$ cat config.mk
export PLATFORM = sky130hd
export DESIGN_NAME = scalar_mult_ctrl_flat
export DESIGN_NICKNAME = d
export VERILOG_FILES = /design/src/rtl/ecc_pkg.sv /design/src/rtl/scalar_mult_ctrl_if.sv /design/src/rtl/bit_scanner.sv /design/src/rtl/scalar_mult_ctrl.sv /design/src/flat_wrapper.sv
export SDC_FILE = /design/constraint.sdc
export NUM_CORES = 1
export LEC_CHECK = 0
export ABC_AREA = 0
export BUFFER_PORTS_ARGS = -buffer_cell sky130_fd_sc_hd__buf_2
export CAP_MARGIN = 0
export CELL_PAD_IN_SITES_DETAIL_PLACEMENT = 1
export CELL_PAD_IN_SITES_GLOBAL_PLACEMENT = 2
export CORE_MARGIN = 10
export CORE_UTILIZATION = 34
export DETAILED_ROUTE_END_ITERATION = 10
export MAX_ROUTING_LAYER = met4
export PLACE_DENSITY_LB_ADDON = 0.1
export SLEW_MARGIN = 20
export SYNTH_ARGS = -nofsm -noshare
export SYNTH_HDL_FRONTEND = slang
export SYNTH_SLANG_ARGS = --single-unit
$ cat constraint.sdc
create_clock -name clk -period 6.04 [get_ports clk]
set_input_delay 1.208 -clock clk [delete_from_list [all_inputs] [get_ports clk]]
set_output_delay 1.208 -clock clk [all_outputs]
set_load 0.005 [all_outputs]
$ cat src/rtl/ecc_pkg.sv
// Shared types and defaults for the ECC scalar multiplier.
// State encoding, default widths and point-op timeout.
package ecc_pkg;

  localparam int ECC_N_DEF       = 10;
  localparam int ECC_K_DEF       = 10;
  localparam int ECC_TIMEOUT_DEF = 1023;

  typedef enum logic [3:0] {
    ECC_S_IDLE     = 4'd0,
    ECC_S_SCAN     = 4'd1,
    ECC_S_DBL_GO   = 4'd2,
    ECC_S_DBL_WAIT = 4'd3,
    ECC_S_DBL_CAP  = 4'd4,
    ECC_S_ADD_GO   = 4'd5,
    ECC_S_ADD_WAIT = 4'd6,
    ECC_S_ADD_CAP  = 4'd7,
    ECC_S_FIN      = 4'd8
  } ecc_state_e;

  function automatic int ecc_idx_w(input int w);
    return (w > 1) ? $clog2(w) : 1;
  endfunction

endpackage

$ cat src/rtl/scalar_mult_ctrl_if.sv
// Request/response bundle of the scalar multiplier.
// err exists only with SCALAR_MULT_TIMEOUT_EN.
interface scalar_mult_ctrl_if
  import ecc_pkg::*;
#(
  parameter int N = ECC_N_DEF,
  parameter int K = ECC_K_DEF
);

  logic         start;
  logic [K-1:0] k;
  logic [N-1:0] p;
  logic [N-1:0] xp;
  logic [N-1:0] yp;
  logic         busy;
  logic         done;
  logic [N-1:0] x_out;
  logic [N-1:0] y_out;
  logic         inf_out;
`ifdef SCALAR_MULT_TIMEOUT_EN
  logic         err;
`endif

  modport master (
    output start, k, p, xp, yp,
`ifdef SCALAR_MULT_TIMEOUT_EN
    input  err,
`endif
    input  busy, done, x_out, y_out, inf_out
  );

  modport slave (
    input  start, k, p, xp, yp,
`ifdef SCALAR_MULT_TIMEOUT_EN
    output err,
`endif
    output busy, done, x_out, y_out, inf_out
  );

endinterface

$ cat src/rtl/bit_scanner.sv
// Holds the latched scalar and walks its bits MSB first.
// cur_bit is k[i]; last flags i == 0.
module bit_scanner
  import ecc_pkg::*;
#(
  parameter int K = ECC_K_DEF
) (
  input  logic         clk,
  input  logic         reset,
  input  logic         load,
  input  logic         dec,
  input  logic [K-1:0] k_in,
  output logic         cur_bit,
  output logic         last
);

  localparam int IW = ecc_idx_w(K);

  logic [K-1:0]  k_q, k_d;
  logic [IW-1:0] i_q, i_d;

  // load restarts at the MSB, dec steps one bit down
  always_comb begin
    k_d = k_q;
    i_d = i_q;
    if (load) begin
      k_d = k_in;
      i_d = IW'(K - 1);
    end else if (dec && (i_q != '0)) begin
      i_d = i_q - 1'b1;
    end
  end

  // scalar and index registers
  always_ff @(posedge clk or posedge reset) begin
    if (reset) begin
      k_q <= '0;
      i_q <= '0;
    end else begin
      k_q <= k_d;
      i_q <= i_d;
    end
  end

  assign cur_bit = k_q[i_q];
  assign last    = (i_q == '0);

endmodule

$ cat src/rtl/scalar_mult_ctrl.sv
// Double-and-add sequencer driving one point-addition unit.
// Optional op timeout: define SCALAR_MULT_TIMEOUT_EN.
module scalar_mult_ctrl
  import ecc_pkg::*;
#(
  parameter int N       = ECC_N_DEF,
  parameter int K       = ECC_K_DEF,
  parameter int TIMEOUT = ECC_TIMEOUT_DEF
) (
  input  logic              clk,
  input  logic              reset,
  scalar_mult_ctrl_if.slave req,
  output logic              pa_reset,
  output logic [N-1:0]      pa_p,
  output logic [N-1:0]      pa_x1,
  output logic [N-1:0]      pa_y1,
  output logic [N-1:0]      pa_x2,
  output logic [N-1:0]      pa_y2,
  input  logic [N-1:0]      pa_x3,
  input  logic [N-1:0]      pa_y3,
  input  logic              pa_result,
  input  logic              pa_infinity
);

  ecc_state_e state_q, state_d;

  logic [N-1:0] p_q, p_d;
  logic [N-1:0] xp_q, xp_d;
  logic [N-1:0] yp_q, yp_d;
  logic [N-1:0] qx_q, qx_d;
  logic [N-1:0] qy_q, qy_d;
  logic         qinf_q, qinf_d;
  logic         busy_q, busy_d;
  logic         done_q, done_d;
  logic [N-1:0] x_out_q, x_out_d;
  logic [N-1:0] y_out_q, y_out_d;
  logic         inf_out_q, inf_out_d;
  logic         pa_reset_q, pa_reset_d;
  logic [N-1:0] pa_x1_q, pa_x1_d;
  logic [N-1:0] pa_y1_q, pa_y1_d;
  logic [N-1:0] pa_x2_q, pa_x2_d;
  logic [N-1:0] pa_y2_q, pa_y2_d;

  logic sc_load;
  logic sc_dec;
  logic sc_bit;
  logic sc_last;
  logic go_next;
  logic abort;
  logic tmo;
  logic pa_fin;

  assign pa_fin = pa_result | pa_infinity;

  bit_scanner #(.K(K)) u_scan (
    .clk     (clk),
    .reset   (reset),
    .load    (sc_load),
    .dec     (sc_dec),
    .k_in    (req.k),
    .cur_bit (sc_bit),
    .last    (sc_last)
  );

`ifdef SCALAR_MULT_TIMEOUT_EN
  localparam int TW = $clog2(TIMEOUT + 1);

  logic [TW-1:0] cnt_q, cnt_d;
  logic          err_q, err_d;

  assign tmo = (cnt_q == TW'(TIMEOUT - 1));

  // per-op wait counter and sticky abort flag
  always_comb begin
    cnt_d = '0;
    err_d = err_q;
    if ((state_q == ECC_S_DBL_WAIT) ||
        (state_q == ECC_S_ADD_WAIT)) begin
      cnt_d = cnt_q + 1'b1;
      if (!pa_fin && tmo) err_d = 1'b1;
    end
    if ((state_q == ECC_S_IDLE) && req.start)
      err_d = 1'b0;
  end

  // timeout registers
  always_ff @(posedge clk or posedge reset) begin
    if (reset) begin
      cnt_q <= '0;
      err_q <= 1'b0;
    end else begin
      cnt_q <= cnt_d;
      err_q <= err_d;
    end
  end

  assign req.err = err_q;
`else
  logic unused_tmo;

  assign tmo        = 1'b0;
  assign unused_tmo = ^TIMEOUT;
`endif

  // next state, accumulator and unit operands
  always_comb begin
    state_d    = state_q;
    p_d        = p_q;
    xp_d       = xp_q;
    yp_d       = yp_q;
    qx_d       = qx_q;
    qy_d       = qy_q;
    qinf_d     = qinf_q;
    done_d     = 1'b0;
    x_out_d    = x_out_q;
    y_out_d    = y_out_q;
    inf_out_d  = inf_out_q;
    pa_x1_d    = pa_x1_q;
    pa_y1_d    = pa_y1_q;
    pa_x2_d    = pa_x2_q;
    pa_y2_d    = pa_y2_q;
    sc_load    = 1'b0;
    sc_dec     = 1'b0;
    go_next    = 1'b0;
    abort      = 1'b0;

    unique case (state_q)
      ECC_S_IDLE: begin
        if (req.start) begin
          p_d     = req.p;
          xp_d    = req.xp;
          yp_d    = req.yp;
          qinf_d  = 1'b1;
          sc_load = 1'b1;
          state_d = ECC_S_SCAN;
        end
      end
      ECC_S_SCAN: begin
        if (!qinf_q) begin
          state_d = ECC_S_DBL_GO;
        end else begin
          if (sc_bit) begin
            qx_d   = xp_q;
            qy_d   = yp_q;
            qinf_d = 1'b0;
          end
          go_next = 1'b1;
        end
      end
      ECC_S_DBL_GO: state_d = ECC_S_DBL_WAIT;
      ECC_S_DBL_WAIT: begin
        if (pa_fin) state_d = ECC_S_DBL_CAP;
        else if (tmo) abort = 1'b1;
      end
      ECC_S_DBL_CAP: begin
        if (pa_infinity) begin
          qinf_d = 1'b1;
        end else begin
          qx_d = pa_x3;
          qy_d = pa_y3;
        end
        if (sc_bit && !pa_infinity) begin
          state_d = ECC_S_ADD_GO;
        end else begin
          if (sc_bit) begin
            qx_d   = xp_q;
            qy_d   = yp_q;
            qinf_d = 1'b0;
          end
          go_next = 1'b1;
        end
      end
      ECC_S_ADD_GO: state_d = ECC_S_ADD_WAIT;
      ECC_S_ADD_WAIT: begin
        if (pa_fin) state_d = ECC_S_ADD_CAP;
        else if (tmo) abort = 1'b1;
      end
      ECC_S_ADD_CAP: begin
        if (pa_infinity) begin
          qinf_d = 1'b1;
        end else begin
          qx_d = pa_x3;
          qy_d = pa_y3;
        end
        go_next = 1'b1;
      end
      ECC_S_FIN: begin
        x_out_d   = qinf_q ? '0 : qx_q;
        y_out_d   = qinf_q ? '0 : qy_q;
        inf_out_d = qinf_q;
        done_d    = 1'b1;
        state_d   = ECC_S_IDLE;
      end
      default: state_d = ECC_S_IDLE;
    endcase

    if (go_next) begin
      if (sc_last) begin
        state_d = ECC_S_FIN;
      end else begin
        sc_dec  = 1'b1;
        state_d = ECC_S_SCAN;
      end
    end

    if (abort) begin
      x_out_d   = '0;
      y_out_d   = '0;
      inf_out_d = 1'b1;
      done_d    = 1'b1;
      state_d   = ECC_S_IDLE;
    end

    if (state_d == ECC_S_DBL_GO) begin
      pa_x1_d = qx_d;
      pa_y1_d = qy_d;
      pa_x2_d = qx_d;
      pa_y2_d = qy_d;
    end else if (state_d == ECC_S_ADD_GO) begin
      pa_x1_d = qx_d;
      pa_y1_d = qy_d;
      pa_x2_d = xp_q;
      pa_y2_d = yp_q;
    end
  end

  // unit runs only while waiting; held in reset otherwise
  always_comb begin
    pa_reset_d = !((state_d == ECC_S_DBL_WAIT) ||
                   (state_d == ECC_S_ADD_WAIT));
    busy_d     = (state_d != ECC_S_IDLE);
  end

  // state and datapath registers
  always_ff @(posedge clk or posedge reset) begin
    if (reset) begin
      state_q    <= ECC_S_IDLE;
      p_q        <= '0;
      xp_q       <= '0;
      yp_q       <= '0;
      qx_q       <= '0;
      qy_q       <= '0;
      qinf_q     <= 1'b1;
      busy_q     <= 1'b0;
      done_q     <= 1'b0;
      x_out_q    <= '0;
      y_out_q    <= '0;
      inf_out_q  <= 1'b1;
      pa_reset_q <= 1'b1;
      pa_x1_q    <= '0;
      pa_y1_q    <= '0;
      pa_x2_q    <= '0;
      pa_y2_q    <= '0;
    end else begin
      state_q    <= state_d;
      p_q        <= p_d;
      xp_q       <= xp_d;
      yp_q       <= yp_d;
      qx_q       <= qx_d;
      qy_q       <= qy_d;
      qinf_q     <= qinf_d;
      busy_q     <= busy_d;
      done_q     <= done_d;
      x_out_q    <= x_out_d;
      y_out_q    <= y_out_d;
      inf_out_q  <= inf_out_d;
      pa_reset_q <= pa_reset_d;
      pa_x1_q    <= pa_x1_d;
      pa_y1_q    <= pa_y1_d;
      pa_x2_q    <= pa_x2_d;
      pa_y2_q    <= pa_y2_d;
    end
  end

  assign req.busy    = busy_q;
  assign req.done    = done_q;
  assign req.x_out   = x_out_q;
  assign req.y_out   = y_out_q;
  assign req.inf_out = inf_out_q;
  assign pa_reset    = pa_reset_q;
  assign pa_p        = p_q;
  assign pa_x1       = pa_x1_q;
  assign pa_y1       = pa_y1_q;
  assign pa_x2       = pa_x2_q;
  assign pa_y2       = pa_y2_q;

endmodule
$ cat src/flat_wrapper.sv
// flat-port wrapper written by rule: the top's interface ports become plain ports
module scalar_mult_ctrl_flat import ecc_pkg::*;
#(
  parameter int N       = ECC_N_DEF,
  parameter int K       = ECC_K_DEF,
  parameter int TIMEOUT = ECC_TIMEOUT_DEF
)
  (clk, reset, pa_reset, pa_p, pa_x1, pa_y1, pa_x2, pa_y2, pa_x3, pa_y3, pa_result, pa_infinity, req_start, req_k, req_p, req_xp, req_yp, req_busy, req_done, req_x_out, req_y_out, req_inf_out);
  scalar_mult_ctrl_if #(.N(N), .K(K)) req_i ();
  input  logic clk;
  input  logic reset;
  output logic pa_reset;
  output logic [N-1:0] pa_p;
  output logic [N-1:0] pa_x1;
  output logic [N-1:0] pa_y1;
  output logic [N-1:0] pa_x2;
  output logic [N-1:0] pa_y2;
  input  logic [N-1:0] pa_x3;
  input  logic [N-1:0] pa_y3;
  input  logic pa_result;
  input  logic pa_infinity;
  input wire logic [$bits(req_i.start)-1:0] req_start;
  input wire logic [$bits(req_i.k)-1:0] req_k;
  input wire logic [$bits(req_i.p)-1:0] req_p;
  input wire logic [$bits(req_i.xp)-1:0] req_xp;
  input wire logic [$bits(req_i.yp)-1:0] req_yp;
  output wire logic [$bits(req_i.busy)-1:0] req_busy;
  output wire logic [$bits(req_i.done)-1:0] req_done;
  output wire logic [$bits(req_i.x_out)-1:0] req_x_out;
  output wire logic [$bits(req_i.y_out)-1:0] req_y_out;
  output wire logic [$bits(req_i.inf_out)-1:0] req_inf_out;
  assign req_i.start = req_start;
  assign req_i.k = req_k;
  assign req_i.p = req_p;
  assign req_i.xp = req_xp;
  assign req_i.yp = req_yp;
  assign req_busy = req_i.busy;
  assign req_done = req_i.done;
  assign req_x_out = req_i.x_out;
  assign req_y_out = req_i.y_out;
  assign req_inf_out = req_i.inf_out;
  scalar_mult_ctrl #(.N(N), .K(K), .TIMEOUT(TIMEOUT)) u_core (.clk(clk), .reset(reset), .req(req_i), .pa_reset(pa_reset), .pa_p(pa_p), .pa_x1(pa_x1), .pa_y1(pa_y1), .pa_x2(pa_x2), .pa_y2(pa_y2), .pa_x3(pa_x3), .pa_y3(pa_y3), .pa_result(pa_result), .pa_infinity(pa_infinity));
endmodule
# Word-level counts from Yosys, hierarchy flattened
# Cells that the tools add are included.
# word_totals
regBits	133
in_bits	65
elab_cells	98
# op_classes
n_addsub	1
order_cmp	1
eq_ne	13
mux	49
n_bitwise	1
n_reduce_logical	14
# op_table
op	n
$mux W10	20
$pmux W10 S3	2
$mux W4	9
$pmux W4 S8	1
$eq A4 B3 Y1 const B	6
$eq A4 B2 Y1 const B	4
$mux W1	14
$reduce_bool A4 Y1	3
$logic_not A4 Y1	2
$lt A4 B5 Y1 const B	1
$bmux W1 S4	1
$eq A4 B1 Y1 const B	1
$eq A4 B4 Y1 const B	1
$pmux W1 S4	1
$reduce_and A2 Y1	2
$reduce_bool A2 Y1	2
$sub A4 B1 Y4 const B	1
$pmux W1 S3	1
$logic_and A1 B1 Y1	2
$logic_not A1 Y1	2
$ne A2 B2 Y1 const B	1
$logic_or A1 B1 Y1	1
$or A1 B1 Y1	1

# Depth between registers and ports, before layout
# Gate-level depths: netlist of the first run.
# depth
ltp_word	9
mapped_depth	9
mapped_depth_nobuf	6

# Hierarchy
# A second synthesis of the first run with hierarchy kept.
# unflattened
cells_unflattened	550
area_unflattened_um2	5915.7
# modules_own_cells
module	n_inst	cells_per_inst	area_per_inst_um2	seq_area_each_um2
scalar_mult_ctrl	1	491	5191.2	2981.6
bit_scanner	1	59	724.4	350.3

# Worst setup path after synthesis of the first run
# Ideal clock, no wire load.
# synth_path
path_type	in2reg
start	input pa_infinity
end	register u_core.pa_x2_q[0] (netlist: u_core.pa_x2[0])
t_arrival_ns	2.564
setup_slack_ns	3.339
path_stages	6
n_path_buf	2
cell_sequence	clkbuf_1 -> or4_1 -> nor2_1 -> buf_2 -> mux2i_1 -> a21oi_1
# synth_via
elab_chain_cells	7
elab_cells_between_ends	18
# synth_rtl
item	line_no	rtl
start: declaration	flat_wrapper.sv:21	input logic pa_infinity;
$logic_not A1 Y1	scalar_mult_ctrl.sv:162	if (sc_bit && !pa_infinity) begin
$logic_and A1 B1 Y1	scalar_mult_ctrl.sv:162	
$mux W4 / $mux W1 (equally long branches)	scalar_mult_ctrl.sv:162	
$pmux W4 S8 / $pmux W1 S3 (equally long branches)	scalar_mult_ctrl.sv:127	unique case (state_q)
$mux W4	scalar_mult_ctrl.sv:197	if (go_next) begin
$eq A4 B2 Y1 / $eq A4 B3 Y1 (equally long branches)	scalar_mult_ctrl.sv:214, scalar_mult_ctrl.sv:219	
$mux W10 / $reduce_bool A2 Y1 (equally long branches)	-	
end signal: assignment	scalar_mult_ctrl.sv:270	pa_x2_q <= pa_x2_d;
end: declaration	scalar_mult_ctrl.sv:41	logic [N-1:0] pa_x2_q, pa_x2_d;
# Parallel ways exist; a longest one is shown, timed or not.
# A chain may end at the register's enable or synchronous reset.

# Final worst setup path of the first run
# layout_path
start	input pa_infinity
end	register u_core.pa_x1_q[3] (netlist: u_core.pa_x1[3])
# layout_via
elab_chain_cells	7
elab_cells_between_ends	19
# layout_rtl
item	line_no	rtl
$logic_not A1 Y1	scalar_mult_ctrl.sv:162	
$logic_and A1 B1 Y1	scalar_mult_ctrl.sv:162	
$mux W4 / $mux W1 (equally long branches)	scalar_mult_ctrl.sv:162	
$pmux W4 S8 / $pmux W1 S3 (equally long branches)	scalar_mult_ctrl.sv:127	
$mux W4	scalar_mult_ctrl.sv:197	
$eq A4 B2 Y1 / $eq A4 B3 Y1 (equally long branches)	scalar_mult_ctrl.sv:214, scalar_mult_ctrl.sv:219	
$mux W10 / $reduce_bool A2 Y1 (equally long branches)	-	
end signal: assignment	scalar_mult_ctrl.sv:268	pa_x1_q <= pa_x1_d;
end: declaration	scalar_mult_ctrl.sv:39	logic [N-1:0] pa_x1_q, pa_x1_d;
# Parallel ways exist; a longest one is shown, timed or not. The select of a mux whose other input is x is not followed.

==> key figures, run 1 <==
Floorplanning
  – Die Wd: 155.8 um
  – Initial Utilization: a little over a third
  – Die area: ~0.024 sq mm
  – DIE HEIGHT: 155.8 um
  – Row Count: 49
  – Core area: about 0.018 sq mm
  – I/O Pins: 139

Clocking
  – Worst-Skew Late Latency: 0.42 ns
  – CTS tree: built
  – CTS root buf: clkbuf_16
  – CTS max path bufs: 2
  – Clock sinks: 133
  – Reg clk slew, reported paths: ~0.06 ns
  – Setup bufs post-CTS: 0
  – Max H-tree Level: 4
  – Post-CTS sizing: 0
  – CTS buffer count: 17
  – Hold bufs inserted after CTS: 0

Synth
  – Synth top area cells: dfrtp_1 (52%), mux2_2 (7.5%), nand2_1 (4.1%), mux2i_1 (3.5%), nor2_1 (3.1%)
  – Async S/R FF share, synth: 100.0%
  – Main flop type after synthesis: dfrtp_1
  – Flops & latches, synth: 133
  – Syn Nets: around 660
  – Seq/Total Area, Yosys: 53.16%
  – Cells after synthesis: 596
  – Synth top cells by count: dfrtp_1 (130), nand2_1 (68), nor2_1 (51)
  – Number of synthesized flops with an enable pin: 0
  – Number of synthesis warnings: 0
  – Synth cell types: 66
  – Average size of a mapped cell: 10.52 sq um
  – Most common cell in the netlist: dfrtp_1
  – Mapped Area: roughly 0.0063 sq mm
  – Synth top area share: 51.91%
  – Yosys top cell by area: dfrtp_1

Routing
  – Routed vias: ~5k
  – Via-to-Cell Ratio: about 5.2
  – Drt drc: 0
  – Final wirelength: around 19000 um
  – ANT nets after route: 0
  – Wire per inst: 20.10 um
  – First DRT Iteration DRCs: 231
  – DR pass1 iterations: 5

Worst setup path
  – Worst path bufs/invs: 1
  – Crit-path slowest cell: o21ai_4
  – Worst path max stage delay: 0.84 ns
  – CP Capture Type: flop
  – Cell Chain, Critical Path: buf_2 > or4_1 > o21ai_4 > o21ai_0 > o22a_1
  – Startpoint Class: input port
  – Worst Path Max Fanout: 40
  – Critical Path RT: roughly 6.3 ns
  – Setup CP Type: in -> reg
  – Arrival time of the worst setup path: 3.40 ns
  – Crit path max-delay family: compound AO/OA/AOI/OAI gates

Timing
  – Fmax: 322.5 MHz
  – Final setup viols: 0
  – RSZ-0062 raised after global routing: no
  – Clk_skew: 0.01549 ns
  – Final period util: 51.33%
  – Max-slew headroom: between 30% and 40%
  – Fin. max-slew vios: 0
  – Worst-Margin Slew: about 1.0 ns
  – Fin crit period: 3.101 ns
  – Hold Vio Cnt, Final: 0
  – Final setup TNS: 0 ns
  – Fin Hold WS: 0.4723 ns

Power and ir drop
  – Pwr dens: approximately 570 mW/mm^2
  – Max IR drop VDD: 269.9 uV
  – Leakage: 0.003424 uW

GRT
  – Vias in the first global route: 5652
  – Tot GR Track Use: between 15 and 20%
  – Largest net degree at the start of global routing: 88
  – Total congestion overflow: 0
  – First-pass GRT wire length: about 31000 um
  – Antenna violations before repair: 3

Layout
  – Share of cells above drive strength 1: 32.83%
  – Nets: 784
  – Fillers: 2036
  – Area Growth Syn to Fin: 22.18%
  – Final core occ: 42.48%

Outcome
  – Outcome: completed

Worst hold path
  – Min-delay worst type: reg -> reg

Placed design
  – Detailed placer's ending HPWL: 13480 um
  – Routability cong.: 0.8104
  – IO Port Bufs: approximately 140

Run
  – Max Cap Violations: 0
-- metal layers --
layer | GRT usage (%) | part of all wire, %
met5 | - | 0
met4 | 3.966 | 0.76
met3 | 5.680 | 7.2
met2 | 25.86 | 46
met1 | 20.66 | 46
-- cells by family (layout without fill, tap and decap cells) --
group | count (synthesis) | in the layout | share of synthesized area, %
XOR/XNOR | 4 | 4 | 0.5591
buffers and inverters | 52 | 187 | 4.133
AO/OA/AOI/OAI | 136 | 136 | 14.01
AND/OR/NAND/NOR | 205 | 205 | 16.63
multiplexers | 65 | 65 | 11.30
adder cells (fa/ha/maj) | 1 | 1 | 0.1996
flip-flops | 133 | 133 | 53.16
other | 0 | 3 | 0
-- worst reg2reg max path, delay by kind of cell, from the launching register on --
kind / cells / cell delay [ns]
AND/OR/NAND/NOR: 4 / 1.63
flip-flops: 1 / 0.65
AO/OA/AOI/OAI: 2 / 0.58
-- per-stage QoR --
stage	instance area, sq um	setup WS, ns	power, uW	std cells
after CTS	7644	2.926	4423	960
after detailed placement	7091	2.490	3419	928
after global routing	7657	2.680	4726	963
after global placement	7091	2.543	3344	928
after floorplan	6267	1.283	2779	596
final	7657	2.940	4364	963
-- placed cells by master, fill, tap and decap left out, drive strengths merged, types with 6 or more instances in the layout --
| master | n |
|---|---|
| a21oi | 37 |
| a31oi | 20 |
| buf | 142 |
| clkbuf | 20 |
| clkinv | 6 |
| dfrtp | 130 |
| inv | 14 |
| mux2 | 43 |
| mux2i | 22 |
| nand2 | 68 |
| nand2b | 26 |
| nand3 | 24 |
| nor2 | 51 |
| nor3 | 6 |
| o21ai | 33 |
| o22a | 8 |
-- path summary, 6_finish.rpt --
kind                                           startpoint                               to  slack, ns  cells after the start
min in group asynchronous                           reset  u_core.req.x_out[8]$_DFFE_PP0P_       0.95                      2
hold reg to reg            u_core.req.inf_out$_DFFE_PP1P_   u_core.req.inf_out$_DFFE_PP1P_       0.47                      2
max in group asynchronous                           reset      u_core.pa_x1[4]$_DFFE_PP0P_       3.93                      3
hold / removal             u_core.req.inf_out$_DFFE_PP1P_   u_core.req.inf_out$_DFFE_PP1P_       0.47                      2
setup / recovery                              pa_infinity      u_core.pa_x1[3]$_DFFE_PP0P_       2.94                      5
setup reg to reg              u_core.state_q[2]$_DFF_PP0_      u_core.pa_y1[2]$_DFFE_PP0P_       2.99                      6
-- where the power goes --
part           total (uW)  switching [uW]  leakage, uW  internal (uW)
sequential           1670             372      0.00161           1300
clock                 980             404     0.000262            576
combinational        1710             930      0.00155            782
total                4360            1710      0.00342           2660
-- cell type report --
class,count,area (sq um),area share (%)
Sequential cell,133,3332,43.51
Multi-Input combinational cell,411,2704,35.31
Timing Repair Buffer,142,720.7,9.412
Clock buffer,20,446.7,5.833
Tap cell,229,286.5,3.742
Clock inverter,12,106.4,1.389
Inverter,13,53.80,0.7026
Antenna cell,3,7.507,0.09804
(Power assumes the default switching activity.)
==> run 2, diff against run 1 <==
Settings changed: CORE_UTILIZATION 34 to 31.
Clock period 6.04 ns to 2.85 ns, I/O delays scaled along.
==> run 2 against run 1 <==
Compared with the run above:
- via count rose by 0.18%
- total power rose by 120%
- count of clock-buffer cells in the layout fell by 2
- global-route usage fell by 0.76 points
- largest cell class unchanged
- largest power group unchanged
==> key figures, run 2 (same netlist as run 1, synthesis figures left out) <==
Outcome
  – Outcome: completed

Power and ir drop
  – Pwr dens: 1214 mW/mm^2 (+110%)
  – Max IR drop VDD: 406.7 uV (+51%)
  – Tot Pwr: 9610 uW (+120%)
  – Leakage: 0.003523 uW (+2.9%)

Worst setup path
  – CP Capture Type: flop
  – Arrival time of the worst setup path: 3.01 ns (-0.39 ns)
  – Startpoint Class: flop
  – Critical Path RT: 3.18 ns (-3.16 ns)
  – Setup CP Type: reg -> reg
  – Worst Path Max Fanout: 12 (-70%)

Routing
  – Routed vias: 5017 (+0.18%)
  – First DRT Iteration DRCs: 223 (-3.5%)
  – Wire per inst: 19.69 um (-2.1%)
  – DR pass1 iterations: 4 (-1)
  – Via-to-Cell Ratio: 4.958 (-4.7%)
  – Drt drc: 0 (unchanged)
  – Final wirelength: 19920 um (+2.9%)
  – ANT nets after route: 0 (unchanged)

Floorplanning
  – Die area: 0.02630 sq mm (+8.4%)
  – Die Wd: 162.2 um (+4.1%)
  – Core area: 0.01965 sq mm (+9.0%)
  – DIE HEIGHT: 162.2 um (+4.1%)
  – I/O Pins: 139 (unchanged)
  – Initial Utilization: 31.89% (-2.9 points)
  – Row Count: 51 (+4.1%)

Run
  – Max Cap Violations: 0 (unchanged)

GRT
  – First-pass GRT wire length: 32100 um (+2.3%)
  – Largest net degree at the start of global routing: 56 (-36%)
  – Tot GR Track Use: 15.95% (-0.76 points)
  – Total congestion overflow: 0 (unchanged)
  – Antenna violations before repair: 3 (unchanged)
  – Vias in the first global route: 5661 (+0.16%)

Timing
  – Max-slew headroom: 44.00% (+14 points)
  – Clk_skew: 0.01164 ns (-0.003850 ns)
  – Fin crit period: 2.674 ns
  – RSZ-0062 raised after global routing: no
  – Final period util: 93.82%
  – Fmax: ~370 MHz
  – Final setup TNS: 0 ns (unchanged)
  – Fin. max-slew vios: 0 (unchanged)
  – Hold Vio Cnt, Final: 0 (unchanged)
  – Worst-Margin Slew: 0.8400 ns (-0.2018 ns)
  – Final setup viols: 0 (unchanged)

Clocking
  – CTS buffer count: 17 (unchanged)
  – Reg clk slew, reported paths: 0.06 ns (about the same)
  – Hold bufs inserted after CTS: 0 (unchanged)
  – Worst-Skew Late Latency: 0.42 ns (about the same)
  – Clock sinks: 133 (unchanged)
  – Max H-tree Level: 4 (unchanged)
  – CTS max path bufs: 2 (unchanged)
  – CTS root buf: clkbuf_16
  – Post-CTS sizing: 0 (unchanged)
  – Setup bufs post-CTS: 0 (unchanged)
  – CTS tree: built

Layout
  – Final Instance Area: 0.007916 sq mm (+3.4%)
  – Fillers: 2268 (+11%)
  – Leading cell type in the layout, fill and taps excluded: buf_2
  – Area Growth Syn to Fin: 26.31%
  – Share of cells above drive strength 1: 34.27% (+1.4 points)
  – Nets: 799 (+1.9%)
  – Final cell count without fillers: 1012 (+5.1%)
  – Commonest non-fill, non-tap cells in the layout: buf_2 (138), dfrtp_1 (130), nand2_1 (68), nor2_1 (50), mux2_2 (42)

Placed design
  – Detailed placer's ending HPWL: 14720 um (+9.2%)
  – Area of placed instances: 0.007297 sq mm (+2.9%)
  – Routability cong.: 0.8103 (about the same)
  – IO Port Bufs: 138 (unchanged)
  – Dpl cells: 979 (+5.5%)

Worst hold path
  – Min-delay worst type: in -> async
-- run 2: changes by cell type in the layout (fill, tap and decap cells not counted), sizes merged --
cell      change
buf          +15
clkinvlp      +2
clkbuf        -2
clkinv        -4
bufinv        +2
-- run 2: where the power goes --
part	internal, uW	total [uW]	leakage [uW]	switching [uW]
sequential	2750	3490	0.00161	737
combinational	1780	3880	0.00164	2100
clock	1390	2240	0.000277	848
-- run 2: worst paths after layout --
path,start,endpoint,slack [ns],cells past startpoint
max in group asynchronous,reset,u_core.req.inf_out$_DFFE_PP1P_,1.79,3
setup / recovery,u_core.u_scan.i_q[0]$_DFFE_PP0P_,u_core.pa_y1[8]$_DFFE_PP0P_,0.18,7
hold reg to reg,u_core.req.inf_out$_DFFE_PP1P_,u_core.req.inf_out$_DFFE_PP1P_,0.46,2
hold / removal,reset,u_core.qx_q[3]$_DFF_PP0_,0.28,2
setup reg to reg,u_core.u_scan.i_q[0]$_DFFE_PP0P_,u_core.pa_y1[8]$_DFFE_PP0P_,0.18,7
min in group clk,req_yp[1],u_core.yp_q[1]$_DFFE_PP0P_,0.38,3
-- run 2: metal layers --
metal / vias up / global-route usage [%] / wire length (um)
met5: - / - / 0
met4: 0 / 5.004 / 244
met3: 21 / 5.081 / 1211
met2: 131 / 23.29 / 8914
met1: 2472 / 20.61 / 9551
li1: 2393 / - / -
-- run 2: area by class of cell --
cell class              count  area, sq um  area share [%]
clock inverters            12        155.1           1.960
inverters                  13        52.55          0.6638
repair buffers            157        883.3           11.16
flip-flops and latches    133         3332           42.09
multi-input cells         411         2715           34.30
diodes                      3        7.507         0.09483
clock buffers              18        439.2           5.548
well taps                 265        331.6           4.188
-- run 2: critical path: stages, from the launching register on --
cell and delay [ns]:
dfrtp_1 0.50, mux2_2 0.38, a32o_2 0.30, or3_4 0.49
o2111ai_4 0.38, buf_4 0.21, nand3_1 0.11, a31oi_1 0.20
-- run 2: through the flow --
step / hold slack (ns) / utilization (%) / setup WS [ns]
final: 0.2802 / 40.28 / 0.1761
after global routing: 0.3381 / 40.28 / 0.05265
after CTS: 0.3047 / 40.15 / 0.03850
after detailed placement: 0.4494 / 37.13 / 0.07411
after global placement: 0.4459 / 37.13 / 0.1893
after floorplan: 0.4482 / - / 0.6313
==> run 3, diff against run 2 <==
Settings changed: ABC_AREA 0 to 1, CORE_UTILIZATION 31 to 28.
==> run 3 against run 2 <==
Compared with the run above:
- via count rose by 20%
- largest power group unchanged
- clock power fell by 4%
- sequential power down 7.2%
- cell count is 32% higher
- critical path type unchanged
- critical endpoint is now u_core.pa_y1[6]$_DFFE_PP0P_
- highest routed layer unchanged
- largest cell class unchanged
==> key figures, run 3 <==
Worst hold path
  – Min-delay worst type: in -> async

Power and ir drop
  – Pwr dens: 1217 mW/mm^2 (+0.24%)
  – Max IR drop VDD: 399.0 uV (-1.9%)
  – Leakage: 0.004427 uW (+26%)

Outcome
  – Outcome: completed

Synth
  – Synth top area share: 49.39% (-2.5 points)
  – Async S/R FF share, synth: 100.0% (unchanged)
  – Average size of a mapped cell: 7.597 sq um (-28%)
  – Seq/Total Area, Yosys: 50.59% (-2.6 points)
  – Yosys top cell by area: dfrtp_1
  – Number of synthesized flops with an enable pin: 0 (unchanged)
  – Synth top area cells: dfrtp_1 (49%), nand2_1 (19%), nand3_1 (6.7%), inv_1 (5.9%), o21ai_0 (5.9%)
  – Synth cell types: 37 (-44%)
  – Number of synthesis warnings: 0 (unchanged)
  – Flops & latches, synth: 133 (unchanged)
  – Cells after synthesis: 867 (+45%)
  – Syn Nets: 933 (+41%)
  – Main flop type after synthesis: dfrtp_1
  – Synth top cells by count: nand2_1 (332), dfrtp_1 (130), inv_1 (104)
  – Most common cell in the netlist: nand2_1
  – Mapped Area: 0.006586 sq mm (+5.1%)

Routing
  – Via-to-Cell Ratio: 4.528 (-8.7%)
  – Routed vias: 6041 (+20%)
  – ANT nets after route: 0 (unchanged)
  – Drt drc: 0 (unchanged)
  – First DRT Iteration DRCs: 308 (+38%)
  – Wire per inst: 17.64 um (-10%)
  – DR pass1 iterations: 4 (unchanged)
  – Final wirelength: 23530 um (+18%)

Clocking
  – Clock sinks: 133 (unchanged)
  – Max H-tree Level: 4 (unchanged)
  – Hold bufs inserted after CTS: 0 (unchanged)
  – Reg clk slew, reported paths: 0.06 ns (about the same)
  – CTS tree: built
  – Worst-Skew Late Latency: 0.43 ns (about the same)
  – CTS max path bufs: 2 (unchanged)
  – Post-CTS sizing: 0 (unchanged)
  – CTS root buf: clkbuf_16
  – CTS buffer count: 17 (unchanged)
  – Setup bufs post-CTS: 0 (unchanged)

Layout
  – Commonest non-fill, non-tap cells in the layout: nand2_1 (332), buf_2 (138), dfrtp_1 (130), inv_1 (102), nand3_1 (88)
  – Leading cell type in the layout, fill and taps excluded: nand2_1
  – Area Growth Syn to Fin: 24.58%
  – Share of cells above drive strength 1: 22.17% (-12 points)
  – Nets: 1068 (+34%)
  – # diodes: 0 (-3)

GRT
  – Antenna violations before repair: 0 (-3)
  – First-pass GRT wire length: 38230 um (+19%)
  – Tot GR Track Use: 16.42% (+0.48 points)
  – Total congestion overflow: 0 (unchanged)
  – Largest net degree at the start of global routing: 134 (+140%)
  – Vias in the first global route: 6692 (+18%)

Timing
  – Worst-Margin Slew: 0.8221 ns (-0.01790 ns)
  – RSZ-0062 raised after global routing: no
  – Final worst slack: 0.6173 ns (+0.4411 ns)
  – Hold Vio Cnt, Final: 0 (unchanged)
  – Fmax: 447.9 MHz (+20%)
  – Clk_skew: 0.01198 ns (+0.0003353 ns)
  – Fin crit period: 2.233 ns (-0.4411 ns)
  – Max-slew headroom: 45.19% (+1.2 points)
  – Final setup TNS: 0 ns (unchanged)
  – Final period util: 78.34% (-15 points)
  – Fin. max-slew vios: 0 (unchanged)
  – Final setup viols: 0 (unchanged)

Floorplanning
  – DIE HEIGHT: 173.4 um (+6.9%)
  – I/O Pins: 139 (unchanged)
  – Row Count: 56 (+9.8%)
  – Die area: 0.03006 sq mm (+14%)
  – Die Wd: 173.4 um (+6.9%)
  – Initial Utilization: 28.23% (-3.7 points)
  – Core area: 0.02333 sq mm (+19%)

Worst setup path
  – RR Startpoint: u_core.u_scan.i_q[0]$_DFFE_PP0P_
  – R2R cell count: 12 (+5)
  – Setup CP Type: reg -> reg
  – Critical Path RT: 3.13 ns (-0.05 ns)
  – Reg2Reg Capture Point: u_core.pa_y1[6]$_DFFE_PP0P_
  – CP Capture Type: flop
  – Startpoint Class: flop
  – Arrival time of the worst setup path: 2.51 ns (-0.50 ns)
  – Flop-to-flop setup slack: 0.62 ns (+0.44 ns)
  – Worst Path Max Fanout: 46 (+34)

Placed design
  – Routability cong.: 0.7489 (-7.6%)
  – Detailed placer's ending HPWL: 16770 um (+14%)
  – IO Port Bufs: 138 (unchanged)
  – Setup Slack @ Placement: 0.5949 ns (+0.5208 ns)

Run
  – Max Cap Violations: 0 (unchanged)
run 3: changes by cell type after synthesis, sizes merged, moves of 26 or more:
cell,change
mux2,-43
o21ai,+57
nand2b,-26
nand3,+73
nand2,+268
a21oi,-31
nor2,-31
inv,+97
run 3: worst max path at each step:
stage | startpoint | to | slack, ns | cells after the start
after floorplan | reset | u_core.pa_p[0]$_DFFE_PP0P_ | 0.63 | 1
after global placement | u_core.u_scan.i_q[0]$_DFFE_PP0P_ | u_core.pa_y1[7]$_DFFE_PP0P_ | 0.66 | 12
after detailed placement | u_core.u_scan.i_q[0]$_DFFE_PP0P_ | u_core.pa_y1[6]$_DFFE_PP0P_ | 0.59 | 12
after CTS | u_core.u_scan.i_q[0]$_DFFE_PP0P_ | u_core.pa_y1[6]$_DFFE_PP0P_ | 0.57 | 12
after global routing | u_core.u_scan.i_q[0]$_DFFE_PP0P_ | u_core.pa_y1[9]$_DFFE_PP0P_ | 0.34 | 12
final | u_core.u_scan.i_q[0]$_DFFE_PP0P_ | u_core.pa_y1[6]$_DFFE_PP0P_ | 0.62 | 12
run 3: report_power, final:
group | leakage [uW] | internal (uW) | switching, uW
clock | 0.000257 | 1210 | 930
combinational | 0.00250 | 1510 | 3090
sequential | 0.00167 | 2760 | 482
run 3: critical path: stages (launching register included):
cell and delay (ns):
dfrtp_1 0.45, inv_2 0.15, nand2_1 0.07, nand3_1 0.06, nand2_1 0.06, nand2_2 0.07, nand3_4 0.15, nand2_1 0.15
inv_1 0.06, nand2_2 0.12, nand2_4 0.14, inv_4 0.41, o21ai_0 0.17
run 3: area by class of cell:
cell class / instances / area, sq um
clock buffer: 19 / 432.9
clock inverter: 13 / 125.1
fill: 2898 / 15130
inverter: 111 / 422.9
multi-input combinational: 580 / 2633
sequential: 133 / 3332
tap: 319 / 399.1
timing repair buffer: 159 / 860.8
run 3: routing by layer:
metal | wire length [um] | GRT usage [%] | vias up
li1 | - | - | 3001
met4 | 267 | 4.384 | 0
met5 | 0 | - | -
met1 | 11430 | 21.12 | 2918
met3 | 712 | 2.984 | 14
met2 | 11130 | 26.09 | 108
run 3: cell families after synthesis:
group	after synthesis	share of synthesized area (%)
AO/OA/AOI/OAI	112	9.537
AND/OR/NAND/NOR	466	30.07
XOR/XNOR	1	0.1330
adder cells (fa/ha/maj)	1	0.1899
buffers and inverters	154	9.479
flip-flops	133	50.59
run 3: per-stage QoR:
| stage | instance area (sq um) | utilization [%] | hold WS (ns) | std cells | total power (uW) |
|---|---|---|---|---|---|
| finish | 8205 | 35.17 | 0.3089 | 1334 | 9984 |
| global route | 8205 | 35.17 | 0.3281 | 1334 | 10980 |
| CTS | 8205 | 35.17 | 0.3126 | 1334 | 10220 |
| detailed placement | 7647 | 32.78 | 0.4637 | 1302 | 8003 |
| global placement | 7647 | 32.78 | 0.4581 | 1302 | 7959 |
| floorplan | 6590 | - | 0.4487 | 867 | 6205 |
